## config.mk

```make
export PLATFORM = sky130hd
export DESIGN_NAME = count_seq_monitor
export DESIGN_NICKNAME = d
export VERILOG_FILES = /design/src/rtl/count_seq_monitor.sv
export SDC_FILE = /design/constraint.sdc
export NUM_CORES = 1
export LEC_CHECK = 0
export CORE_UTILIZATION = 50
export DETAILED_ROUTE_END_ITERATION = 7
export PLACE_DENSITY_LB_ADDON = 0.25
export SLEW_MARGIN = 15
export SYNTH_ARGS = -nofsm -noshare
export SYNTH_HDL_FRONTEND = slang
export SYNTH_SLANG_ARGS = --single-unit
export TNS_END_PERCENT = 1
```

## constraint.sdc

```tcl
create_clock -name clk -period 3.08 [get_ports clk]
set_clock_uncertainty 0.1 [all_clocks]
set_input_delay 0.308 -clock clk [delete_from_list [all_inputs] [get_ports clk]]
set_output_delay 0.308 -clock clk [all_outputs]
set_load 0.01 [all_outputs]
```

## src/rtl/count_seq_monitor.sv

```systemverilog
// Legality monitor for a LOW..HIGH wrap-around counter stream: locks, counts laps and faults.
// Optional build macro COUNT_SEQ_MON_STALL_EN treats a repeated sample as a legal stall.
module count_seq_monitor #(
  parameter int WIDTH  = 8,
  parameter int LOW    = 18,
  parameter int HIGH   = 27,
  parameter int LOCK_N = 2,
  parameter int LAP_W  = 8
) (
  input  logic             clk,
  input  logic             rst,
  input  logic             en,
  input  logic [WIDTH-1:0] count_in,
  input  logic             clr_err,
  output logic             locked,
  output logic             wrap_pulse,
  output logic [LAP_W-1:0] lap_count,
  output logic             err_sticky,
  output logic [7:0]       err_count
);

  typedef enum logic [1:0] {
    ST_IDLE   = 2'd0,
    ST_ACQ    = 2'd1,
    ST_LOCKED = 2'd2,
    ST_FAULT  = 2'd3
  } state_t;

  localparam logic [WIDTH:0] C_LOW    = (WIDTH+1)'(LOW);
  localparam logic [WIDTH:0] C_HIGH   = (WIDTH+1)'(HIGH);
  localparam logic [WIDTH:0] C_ONE    = (WIDTH+1)'(1);
  localparam logic [3:0]     C_LOCK_N = 4'(LOCK_N);

  state_t             r_state;
  logic [WIDTH-1:0]   r_prev;
  logic [3:0]         r_good;
  logic               r_locked;
  logic               r_wrap;
  logic [LAP_W-1:0]   r_lap;
  logic               r_sticky;
  logic [7:0]         r_err;

  state_t             w_state_nxt;
  logic [WIDTH-1:0]   w_prev_nxt;
  logic [3:0]         w_good_nxt;
  logic               w_wrap_nxt;
  logic [LAP_W-1:0]   w_lap_nxt;
  logic               w_sticky_nxt;
  logic [7:0]         w_err_nxt;
  logic [7:0]         w_err_inc;
  logic [3:0]         w_good_inc;

  logic [WIDTH:0]     w_cnt_x;
  logic [WIDTH:0]     w_prev_x;
  logic               w_in_range;
  logic               w_step;
  logic               w_wrap;
  logic               w_legal;
  logic               w_stall;

  // One extra bit keeps prev+1 from overflowing in the step comparison.
  assign w_cnt_x    = {1'b0, count_in};
  assign w_prev_x   = {1'b0, r_prev};
  assign w_in_range = (w_cnt_x >= C_LOW) && (w_cnt_x <= C_HIGH);
  assign w_step     = (w_prev_x < C_HIGH) && (w_cnt_x == (w_prev_x + C_ONE));
  assign w_wrap     = (w_prev_x == C_HIGH) && (w_cnt_x == C_LOW);
  assign w_legal    = w_in_range && (w_step || w_wrap);
  assign w_err_inc  = (r_err == 8'hFF) ? r_err : (r_err + 8'd1);
  assign w_good_inc = r_good + 4'd1;

`ifdef COUNT_SEQ_MON_STALL_EN
  assign w_stall = (r_state != ST_IDLE) && (count_in == r_prev);
`else
  assign w_stall = 1'b0;
`endif

  // Next-state and next-counter logic; clr_err wins over a simultaneous sample.
  always_comb begin
    w_state_nxt  = r_state;
    w_prev_nxt   = r_prev;
    w_good_nxt   = r_good;
    w_wrap_nxt   = 1'b0;
    w_lap_nxt    = r_lap;
    w_sticky_nxt = r_sticky;
    w_err_nxt    = r_err;
    if (clr_err) begin
      w_state_nxt  = ST_IDLE;
      w_good_nxt   = 4'd0;
      w_sticky_nxt = 1'b0;
      w_err_nxt    = 8'd0;
    end else if (en && !w_stall) begin
      case (r_state)
        ST_IDLE: begin
          if (w_in_range) begin
            w_prev_nxt  = count_in;
            w_good_nxt  = 4'd0;
            w_state_nxt = ST_ACQ;
          end else begin
            w_state_nxt = ST_IDLE;
          end
        end
        ST_ACQ: begin
          if (w_legal) begin
            w_prev_nxt = count_in;
            w_good_nxt = w_good_inc;
            if (w_good_inc >= C_LOCK_N) begin
              w_state_nxt = ST_LOCKED;
            end else begin
              w_state_nxt = ST_ACQ;
            end
          end else if (w_in_range) begin
            w_prev_nxt = count_in;
            w_good_nxt = 4'd0;
          end else begin
            w_good_nxt  = 4'd0;
            w_state_nxt = ST_IDLE;
          end
        end
        ST_LOCKED: begin
          if (w_legal) begin
            w_prev_nxt = count_in;
            if (w_wrap) begin
              w_wrap_nxt = 1'b1;
              w_lap_nxt  = r_lap + 1'b1;
            end else begin
              w_wrap_nxt = 1'b0;
            end
          end else begin
            w_state_nxt  = ST_FAULT;
            w_sticky_nxt = 1'b1;
            w_err_nxt    = w_err_inc;
            if (w_in_range) begin
              w_prev_nxt = count_in;
            end else begin
              w_prev_nxt = r_prev;
            end
          end
        end
        ST_FAULT: begin
          if (w_in_range) begin
            w_prev_nxt = count_in;
          end else begin
            w_prev_nxt = r_prev;
          end
          if (!w_legal) begin
            w_err_nxt = w_err_inc;
          end else begin
            w_err_nxt = r_err;
          end
        end
        default: begin
          w_state_nxt = ST_IDLE;
        end
      endcase
    end else begin
      w_state_nxt = r_state;
    end
  end

  // State and output registers.
  always_ff @(posedge clk or negedge rst) begin
    if (!rst) begin
      r_state  <= ST_IDLE;
      r_prev   <= '0;
      r_good   <= 4'd0;
      r_locked <= 1'b0;
      r_wrap   <= 1'b0;
      r_lap    <= '0;
      r_sticky <= 1'b0;
      r_err    <= 8'd0;
    end else begin
      r_state  <= w_state_nxt;
      r_prev   <= w_prev_nxt;
      r_good   <= w_good_nxt;
      r_locked <= (w_state_nxt == ST_LOCKED);
      r_wrap   <= w_wrap_nxt;
      r_lap    <= w_lap_nxt;
      r_sticky <= w_sticky_nxt;
      r_err    <= w_err_nxt;
    end
  end

  assign locked     = r_locked;
  assign wrap_pulse = r_wrap;
  assign lap_count  = r_lap;
  assign err_sticky = r_sticky;
  assign err_count  = r_err;

endmodule

```

* Word-level counts from Yosys, hierarchy flattened
Cells that the tools add are included.
W data, S select, Z words.
** Operators by class
- Order comparisons :: 4
- Reductions and logical operators :: 18
- Equality and inequality tests :: 11
- Bitwise logic cells :: 1
- Multiplexer cells :: 30
- $add $sub $neg :: 4
** Operator list (number)
- $mux W8 :: 7
- $add A8 B1 Y8 const B :: 2
- $eq A8 B5 Y1 const B :: 2
- $mux W4 :: 4
- $pmux W8 S2 :: 1
- $mux W2 :: 6
- $mux W1 :: 10
- $add A8 B1 Y9 const B :: 1
- $eq A8 B9 Y1 :: 1
- $eq A8 B8 Y1 const B :: 1
- $ge A8 B5 Y1 const B :: 1
- $le A8 B5 Y1 const B :: 1
- $lt A8 B5 Y1 const B :: 1
- $pmux W4 S2 :: 1
- $eq A2 B2 Y1 const B :: 3
- $pmux W2 S3 :: 1
- $reduce_and A3 Y1 :: 2
- $reduce_bool A2 Y1 :: 3
- $reduce_or A2 Y1 :: 3
- $reduce_and A5 Y1 :: 1
- $add A4 B1 Y4 const B :: 1
- $ge A4 B2 Y1 const B :: 1
- $logic_and A1 B1 Y1 :: 4
- $ne A2 B2 Y1 const B :: 2
- 8 further kinds :: 8
** Word-level totals
- Flip-flop bits (word level) :: 33
- Word-level logic and storage cells :: 76
- Bits of input ports :: 12

* Longest topological paths before layout
Gate-level depths: netlist of run 1.
- Depth after elaboration :: 10
- Gate-level depth with buffers :: 9
- Mapped depth without buffers :: 8

* Least setup slack after synthesis of run 1
OpenSTA, ideal clock, no wires.
- Path type :: register -> register
- Start :: register with a tool-made name
- End :: register r_err[5] (netlist: err_count[5])
- Arrival :: 2.436 ns
- Cell stages (with the launch flop) :: 9
- Setup time :: 0.128 ns
- Path buffers :: 0
- Slack :: 0.416 ns
- Required time :: 2.852 ns
- Path through :: dfrtp_1 -> ha_1 -> nand3_2 -> o21a_1 -> or4b_1 -> a31o_1 -> o41ai_4 -> nor4_2 -> mux2_1
** RTL lines
- end signal, assigned :: RTL line 179 : r_err <= w_err_nxt;
- end, declared :: RTL line 41 : logic [7:0] r_err;

==> flow_summary.toml, run 1 <==
[run_status]
outcome = "complete, no violations"

[routing]
vias_per_cell = 5.903
post-route-drc-count = 0
ant_nets = 0
drt-total-wl_mm = 4.296
drtPass1Iterations = 4
wl_per_cell_um = 15.51
drt-initial-drc-count = 82
vias = 1635

[floorplanning]
die-area_um2 = 4098
rows = 22
core_area_um2 = 3661
die_w_um = 64.02
die_h_um = 64.02
initial_core_util_pct = 52.53
ioPinCount = 31

[clock_network]
post_cts_buffers = 0
clk_pin_slew_ns = 0.06
cts_sinks = 33
cts_root_buffer = "clkbuf_8"
cts_tree = "done"
insertion_delay_ns = 0.28
clockBufferDepth = 2
cts_buffers = 5
ctsHoldBuffers = 0
htree_num_levels = 2
ctsResizeCount = 0

[worst_hold_path]
min_path_type = "input port to async pin"

[yosys]
synth-seq-cells = 33
synth_cell_types = 53
syn_area_um2 = 1923
synthCells = 191
ys_top_cells_by_area = "dfrtp_1, xnor2_1, xor2_1, ha_1, nand2_1"
ys_async_sr_fraction_pct = 100.0
avgSynthCellArea_um2 = 10.07
synth_top_area_share_pct = 42.94
syn_nets = 208
synth_warnings = 0
synth-main-ff-cell = "dfrtp_1"
ys_seq_area_share_pct = 42.94
synth_largest_area_cell = "dfrtp_1"
synth_edf_count = 0

[sta]
fin_crit_ns = 2.858
setup_viol = 0
worst_pin_slew_ns = 0.5794
fmax_mhz = 349.9
rsz0062_at_grt = "false"
tns_ns = 0
hold_slack_ns = 0.3432
fin_crit_sh_pct = 92.78
finalMaxSlewViolations = 0
hold_viol_final = 0
slew-limit-headroom_pct = 60.83

[final_layout]
layout_commonest_cell = "dfrtp_1"
diodes = 0
fillers = 298
final_cell_mix = "dfrtp_1, clkdlybuf4s50_1, nand2_1"
fin_nets = 247
drive_above_1_share_pct = 10.48
synthToLayoutAreaGrowth_pct = 23.75

[grt]
grt_max_degree = 34
grt_first_pass_wirelength_mm = 7.417
grt_pass1_vias = 1628
grt-ovfl-total = 0
track_usage_pct = 23.36
antenna_found_initial = 0

[pwr]
irDropWorstVdd_mv = 0.2351
p_leak_nw = 1.008
pwr_density_cell_nw_per_um2 = 366.2

[placement]
gp_congestion = 0.9177
hpwl_mm = 3.129
port_buffers = 30

[critical_path]
crit_path_end_kind = "flip-flop"
cp_data_required_time_ns = 3.19
reg2regPathDepth = 8
crit_type = "flip-flop to flip-flop"
cp-start-kind = "flip-flop"
arrival_ns = 2.97
critical_path.max_fanout = 6

[job]
cap_viol_max_count = 0
Yosys cell counts, drive strengths merged, types with 4 or more instances:
| cell | n |
|---|---|
| inv | 7 |
| dfrtp | 33 |
| and2 | 4 |
| o21a | 4 |
| nor3 | 7 |
| xnor2 | 9 |
| mux2 | 5 |
| nand2 | 14 |
| nand4 | 4 |
| o31ai | 4 |
| ha | 5 |
| xor2 | 9 |
| nand3 | 11 |
| nor2 | 11 |
| o21ai | 6 |
| a21oi | 7 |
where the power goes:
group          internal, mW  switching [mW]  total (mW)
logic                0.0560          0.0585       0.114
clock network         0.148           0.145       0.293
registers             0.446          0.0180       0.464
cell families (layout without fill, tap and decap cells):
kind of cell,after synthesis,after routing,share of synthesized area [%]
mux,5,5,2.928
compound gates,39,39,15.35
fa+ha+maj,5,5,3.253
buf+inv,12,50,2.928
xor+xnor,18,18,8.198
flops,33,33,42.94
simple gates,79,79,24.40
final cells by class:
cell class	count	area (µm²)	share of cell area, %
sequential	33	825.8	34.70
inverter	7	26.28	1.104
timing repair buffer	37	352.8	14.83
clock buffer	5	68.82	2.892
clock inverter	1	5.005	0.2103
multi-input combinational	146	1041	43.74
tap	48	60.06	2.524
critical path, cell delays in order, from the launching register on:
cell and delay, ns:
dfrtp_1 0.40, ha_1 0.30, nand3_2 0.12, o21a_1 0.23
or4b_1 0.53, and3_1 0.19, o32a_1 0.40, and4b_1 0.31
o221a_1 0.20
worst paths after layout:
path	endpoint	slack (ns)	start
min	err_count[4]	0.34	rst
min reg2reg	lap_count[7]	0.37	lap_count[7]
min in group clk	lap_count[7]	0.37	lap_count[7]
max reg2reg	locked	0.22	flip-flop
max in group asynchronous	lap_count[4]	2.24	rst
max	locked	0.22	flip-flop
per-stage QoR:
step           std cells  cell area (µm²)  utilization [%]  worst slack, ns  total power, mW
2_1_floorplan        191             1923                -           0.4161           0.5417
3_3_place_gp         271             2306            62.99           0.3229           0.5799
3_5_place_dp         271             2306            62.99           0.2448           0.5850
4_1_cts              277             2380            65.00           0.2225           0.8782
5_1_grt              277             2380            65.00          0.06146           0.9077
6_report             277             2380            65.00           0.2223           0.8714
routing by layer:
metal | track usage, % | share of wire [%]
met1 | 30.22 | 42
met2 | 37.90 | 51
met3 | 5.357 | 5.6
met4 | 8.807 | 1.5
met5 | 0 | 0
No activity file was read; power rests on OpenSTA's default activity.
==> run 2, diff against run 1 <==
--- a/config.mk
+++ b/config.mk
@@ -5,7 +5,8 @@
 export SDC_FILE = /design/constraint.sdc
 export NUM_CORES = 1
 export LEC_CHECK = 0
-export CORE_UTILIZATION = 50
+export CORE_UTILIZATION = 53
+export CTS_BUF_LIST = sky130_fd_sc_hd__clkbuf_16
 export DETAILED_ROUTE_END_ITERATION = 7
 export PLACE_DENSITY_LB_ADDON = 0.25
 export SLEW_MARGIN = 15
==> flow_summary.toml, run 2 (synthesis gave the netlist of run 1 again) <==
[placement]
gp_congestion = 0.9180
hpwl_mm = 3.003
port_buffers = 30
placed_area_um2 = 2296
dp_slack_ns = 0.1874
place_inst = 268

[critical_path]
arrival_ns = 2.92
cp-start-kind = "flip-flop"
crit_path_end_kind = "flip-flop"
cp_data_required_time_ns = 3.19
critical_path.max_fanout = 6
crit_type = "flip-flop to flip-flop"

[clock_network]
clk_pin_slew_ns = 0.05
clockBufferDepth = 2
ctsHoldBuffers = 0
cts_buffers = 5
cts_root_buffer = "clkbuf_16"
post_cts_buffers = 0
ctsResizeCount = 0
insertion_delay_ns = 0.28
cts_sinks = 33
htree_num_levels = 2
cts_tree = "done"

[sta]
finalMaxSlewViolations = 0
setup_viol = 0
worst_pin_slew_ns = 0.5542
rsz0062_at_grt = "false"
fin_crit_ns = 2.812
hold_viol_final = 0
hold_slack_ns = 0.3356
slew-limit-headroom_pct = 62.77
fmax_mhz = 355.6
tns_ns = 0
fin_crit_sh_pct = 91.31
fin_ws_ns = 0.2677

[final_layout]
fin_nets = 246
design_area_um2 = 2459
synthToLayoutAreaGrowth_pct = 27.85
fin_cells = 276
final_cell_mix = "dfrtp_1, clkdlybuf4s50_1, nand2_1"
fin_util_pct = 71.98
drive_above_1_share_pct = 10.00
layout_commonest_cell = "dfrtp_1"
diodes = 0

[floorplanning]
die-area_um2 = 3873
rows = 21
die_w_um = 62.24
initial_core_util_pct = 56.30
core_area_um2 = 3416
ioPinCount = 31
die_h_um = 62.24

[pwr]
p_total_mw = 1.125
pwr_density_cell_nw_per_um2 = 457.4
p_leak_nw = 1.045
irDropWorstVdd_mv = 0.4336

[routing]
vias_per_cell = 5.931
post-route-drc-count = 0
ant_nets = 0
wl_per_cell_um = 15.26
drtPass1Iterations = 4
drt-initial-drc-count = 150
vias = 1637
drt-total-wl_mm = 4.211

[job]
cap_viol_max_count = 0

[grt]
track_usage_pct = 23.31
grt-ovfl-total = 0
grt_first_pass_wirelength_mm = 7.072
antenna_found_initial = 0
grt_max_degree = 34
grt_pass1_vias = 1623

[worst_hold_path]
min_path_type = "input port to async pin"

[run_status]
outcome = "complete, no violations"
-- run 2: worst paths after layout --
check                           cells after the start           end  slack, ns    startpoint
worst max-delay path                                8        locked       0.27     flip-flop
worst min-delay path                                2        locked       0.34           rst
worst max register to register                      8        locked       0.27     flip-flop
worst min register to register                      1  lap_count[7]       0.37  lap_count[7]
max in group asynchronous                           2  lap_count[7]       2.24           rst
min in group clk                                    1  lap_count[7]       0.37  lap_count[7]
-- run 2: final cells by class --
cell class | count | area [µm²]
multi-input combinational | 146 | 1041
fill | 245 | 957.2
sequential | 33 | 825.8
timing repair buffer | 36 | 345.3
clock buffer | 5 | 125.1
tap | 46 | 57.56
clock inverter | 3 | 37.54
inverter | 7 | 26.28
-- run 2: layer usage --
| metal | track usage (%) | wire length [µm] |
|---|---|---|
| met1 | 28.80 | 1924 |
| met2 | 37.36 | 2020 |
| met3 | 6.801 | 171 |
| met4 | 11.34 | 95 |
| met5 | 0 | 0 |
-- run 2: where the power goes --
group / switching, mW / total [mW] / internal, mW
Combinational: 0.0594 / 0.115 / 0.0557
Clock: 0.170 / 0.545 / 0.375
Sequential: 0.0177 / 0.464 / 0.447
-- run 2: worst max-delay path, stage by stage (launching register included) --
cell	delay (ns)
dfrtp_1	0.40
ha_1	0.30
nand3_2	0.12
o21a_1	0.22
or4b_1	0.53
and3_1	0.19
o32a_1	0.39
and4b_1	0.30
o221a_1	0.20
==> run 3, diff against run 2 <==
--- a/config.mk
+++ b/config.mk
@@ -5,6 +5,7 @@
 export SDC_FILE = /design/constraint.sdc
 export NUM_CORES = 1
 export LEC_CHECK = 0
+export ABC_AREA = 1
 export CORE_UTILIZATION = 53
 export CTS_BUF_LIST = sky130_fd_sc_hd__clkbuf_16
 export DETAILED_ROUTE_END_ITERATION = 7
==> flow_summary.toml, run 3 <==
[yosys]
synth_cell_types = 27
ys_async_sr_fraction_pct = 100.0
synth_top_area_share_pct = 41.51
synthXorXnorAreaFrac_pct = 6.164
avgSynthCellArea_um2 = 7.564
ys_top_cells_by_area = "dfrtp_1, nand2_1, inv_1, xor2_1, nor2_1"
syn_nets = 280
synth_compound_area_share_pct = 6.478
yosys.area_share.adder_pct = 3.145
synth-main-ff-cell = "dfrtp_1"
netlist_top_cells_count = "nand2_1, inv_1, dfrtp_1"
synth_warnings = 0
muxShareOfSynthArea_pct = 0
syn_area_um2 = 1989
synth-simple-area-share_pct = 34.09
synth_largest_area_cell = "dfrtp_1"
synth_top_family_by_area = "simple AND/OR/NAND/NOR gates"
synthCells = 263
synth-seq-cells = 33
synth.most_common_cell = "nand2_1"
synth_edf_count = 0
ys_seq_area_share_pct = 41.51

[sta]
fin_crit_ns = 2.145
hold_viol_final = 0
fmax_mhz = 466.2
fin_crit_sh_pct = 69.64
hold_slack_ns = 0.3224
tns_ns = 0
fin_ws_ns = 0.9351
finalMaxSlewViolations = 0
setup_viol = 0
worst_pin_slew_ns = 0.4017
slew-limit-headroom_pct = 73.22
rsz0062_at_grt = "false"

[critical_path]
cp_cell_sequence = "clkdlybuf4s50_1 -> nor3_1 -> nor2_1 -> o21ai_1 -> clkinv_2 -> nand2_2 -> clkinv_2 -> nand2_4 -> nor3_4 -> and2_4 -> a21oi_1 -> a21oi_1"
slowest_stage = "clkdlybuf4s50_1"
slowest_delay_ns = 0.48
r2r-end = "err_count[2]"
cp-start-kind = "input port"
critical_path.max_fanout = 13
reg2regPathDepth = 15
crit_type = "input port to flip-flop"
crit_path_end_kind = "flip-flop"
rrSetupSlack_ns = 1.02
arrival_ns = 2.20
cp_data_required_time_ns = 3.14

[routing]
wl_met3_um = 142
ant_nets = 0
wl_met1_mm = 1.772
route.met2.wl_mm = 1.769
drtPass1Iterations = 4
drt-total-wl_mm = 3.750
vias_per_cell = 4.919
top_layer_used = "met4"
vias = 1702
wl_per_cell_um = 10.84
post-route-drc-count = 0
drt-initial-drc-count = 108

[clock_network]
cts_root_buffer = "clkbuf_16"
clk_pin_slew_ns = 0.05
cts_buffers = 5
cts_sinks = 33
ctsResizeCount = 0
insertion_delay_ns = 0.28
ctsHoldBuffers = 0
cts_tree = "done"
clockBufferDepth = 2
htree_num_levels = 2
post_cts_buffers = 0

[pwr]
p_total_mw = 1.023
p_leak_nw = 1.254
irDropWorstVdd_mv = 0.4152
pwr_density_cell_nw_per_um2 = 411.5

[final_layout]
multi_input_area_um2 = 992.2
fin_nets = 316
fin_cells = 346
fillers = 290
synthToLayoutAreaGrowth_pct = 24.97
drive_above_1_share_pct = 10.00
fin_util_pct = 71.68
diodes = 0
design_area_um2 = 2486
seq_area_um2 = 825.8
layout_commonest_cell = "nand2_1"
final_cell_mix = "nand2_1, inv_1, dfrtp_1"

[grt]
grt_max_degree = 34
grt_pass1_vias = 1580
antenna_found_initial = 0
grt_first_pass_wirelength_mm = 6.637
grt-ovfl-total = 0
track_usage_pct = 21.31

[job]
cap_viol_max_count = 0

[floorplanning]
initial_core_util_pct = 57.36
die_w_um = 63.27
die_h_um = 63.27
rows = 21
ioPinCount = 31
core_area_um2 = 3468
die-area_um2 = 4002

[placement]
hpwl_mm = 2.740
place_inst = 338
port_buffers = 30
gp_congestion = 0.8715
dp_slack_ns = 0.6850
placed_area_um2 = 2347

[run_status]
outcome = "complete, no violations"

[worst_hold_path]
min_path_type = "input port to async pin"
==> run 3: worst max-delay path by stage <==
stage	from	to	slack [ns]	cells past startpoint
2_1_floorplan	flip-flop	err_count[2]	1.21	12
3_3_place_gp	count_in[7]	lap_count[7]	0.74	13
3_5_place_dp	count_in[2]	lap_count[5]	0.69	12
4_1_cts	count_in[2]	lap_count[5]	0.95	12
5_1_grt	flip-flop	err_count[2]	0.77	15
6_report	count_in[3]	lap_count[5]	0.94	12
==> run 3: cell families after synthesis <==
| group | count (synthesis) |
|---|---|
| AO/OA/AOI/OAI | 25 |
| XOR/XNOR | 14 |
| adder cells (fa/ha/maj) | 5 |
| buffers and inverters | 45 |
| flip-flops | 33 |
| AND/OR/NAND/NOR | 141 |
==> run 3: area by class of cell <==
class / count / share of cell area, %
tap: 46 / 2.315
clock buffer: 5 / 5.033
inverter: 43 / 6.593
sequential: 33 / 33.22
multi-input combinational: 185 / 39.91
timing repair buffer: 31 / 12.38
clock inverter: 3 / 0.5536
==> run 3: critical path, delay by kind of cell <==
kind	cells	cell delay, ns
buf+inv	3	0.78
simple gates	6	0.79
compound gates	3	0.33
==> run 3: report_power, final <==
part	total (mW)	internal, mW	switching, mW
clock network	0.464	0.293	0.171
registers	0.458	0.445	0.0135
logic	0.101	0.0418	0.0591
==> run 3: layer usage <==
layer  vias up  global-route usage, %
li1        894                      -
met1       767                  26.75
met2        35                  35.75
met5         -                      0
met4         0                  8.523
met3         6                  4.348
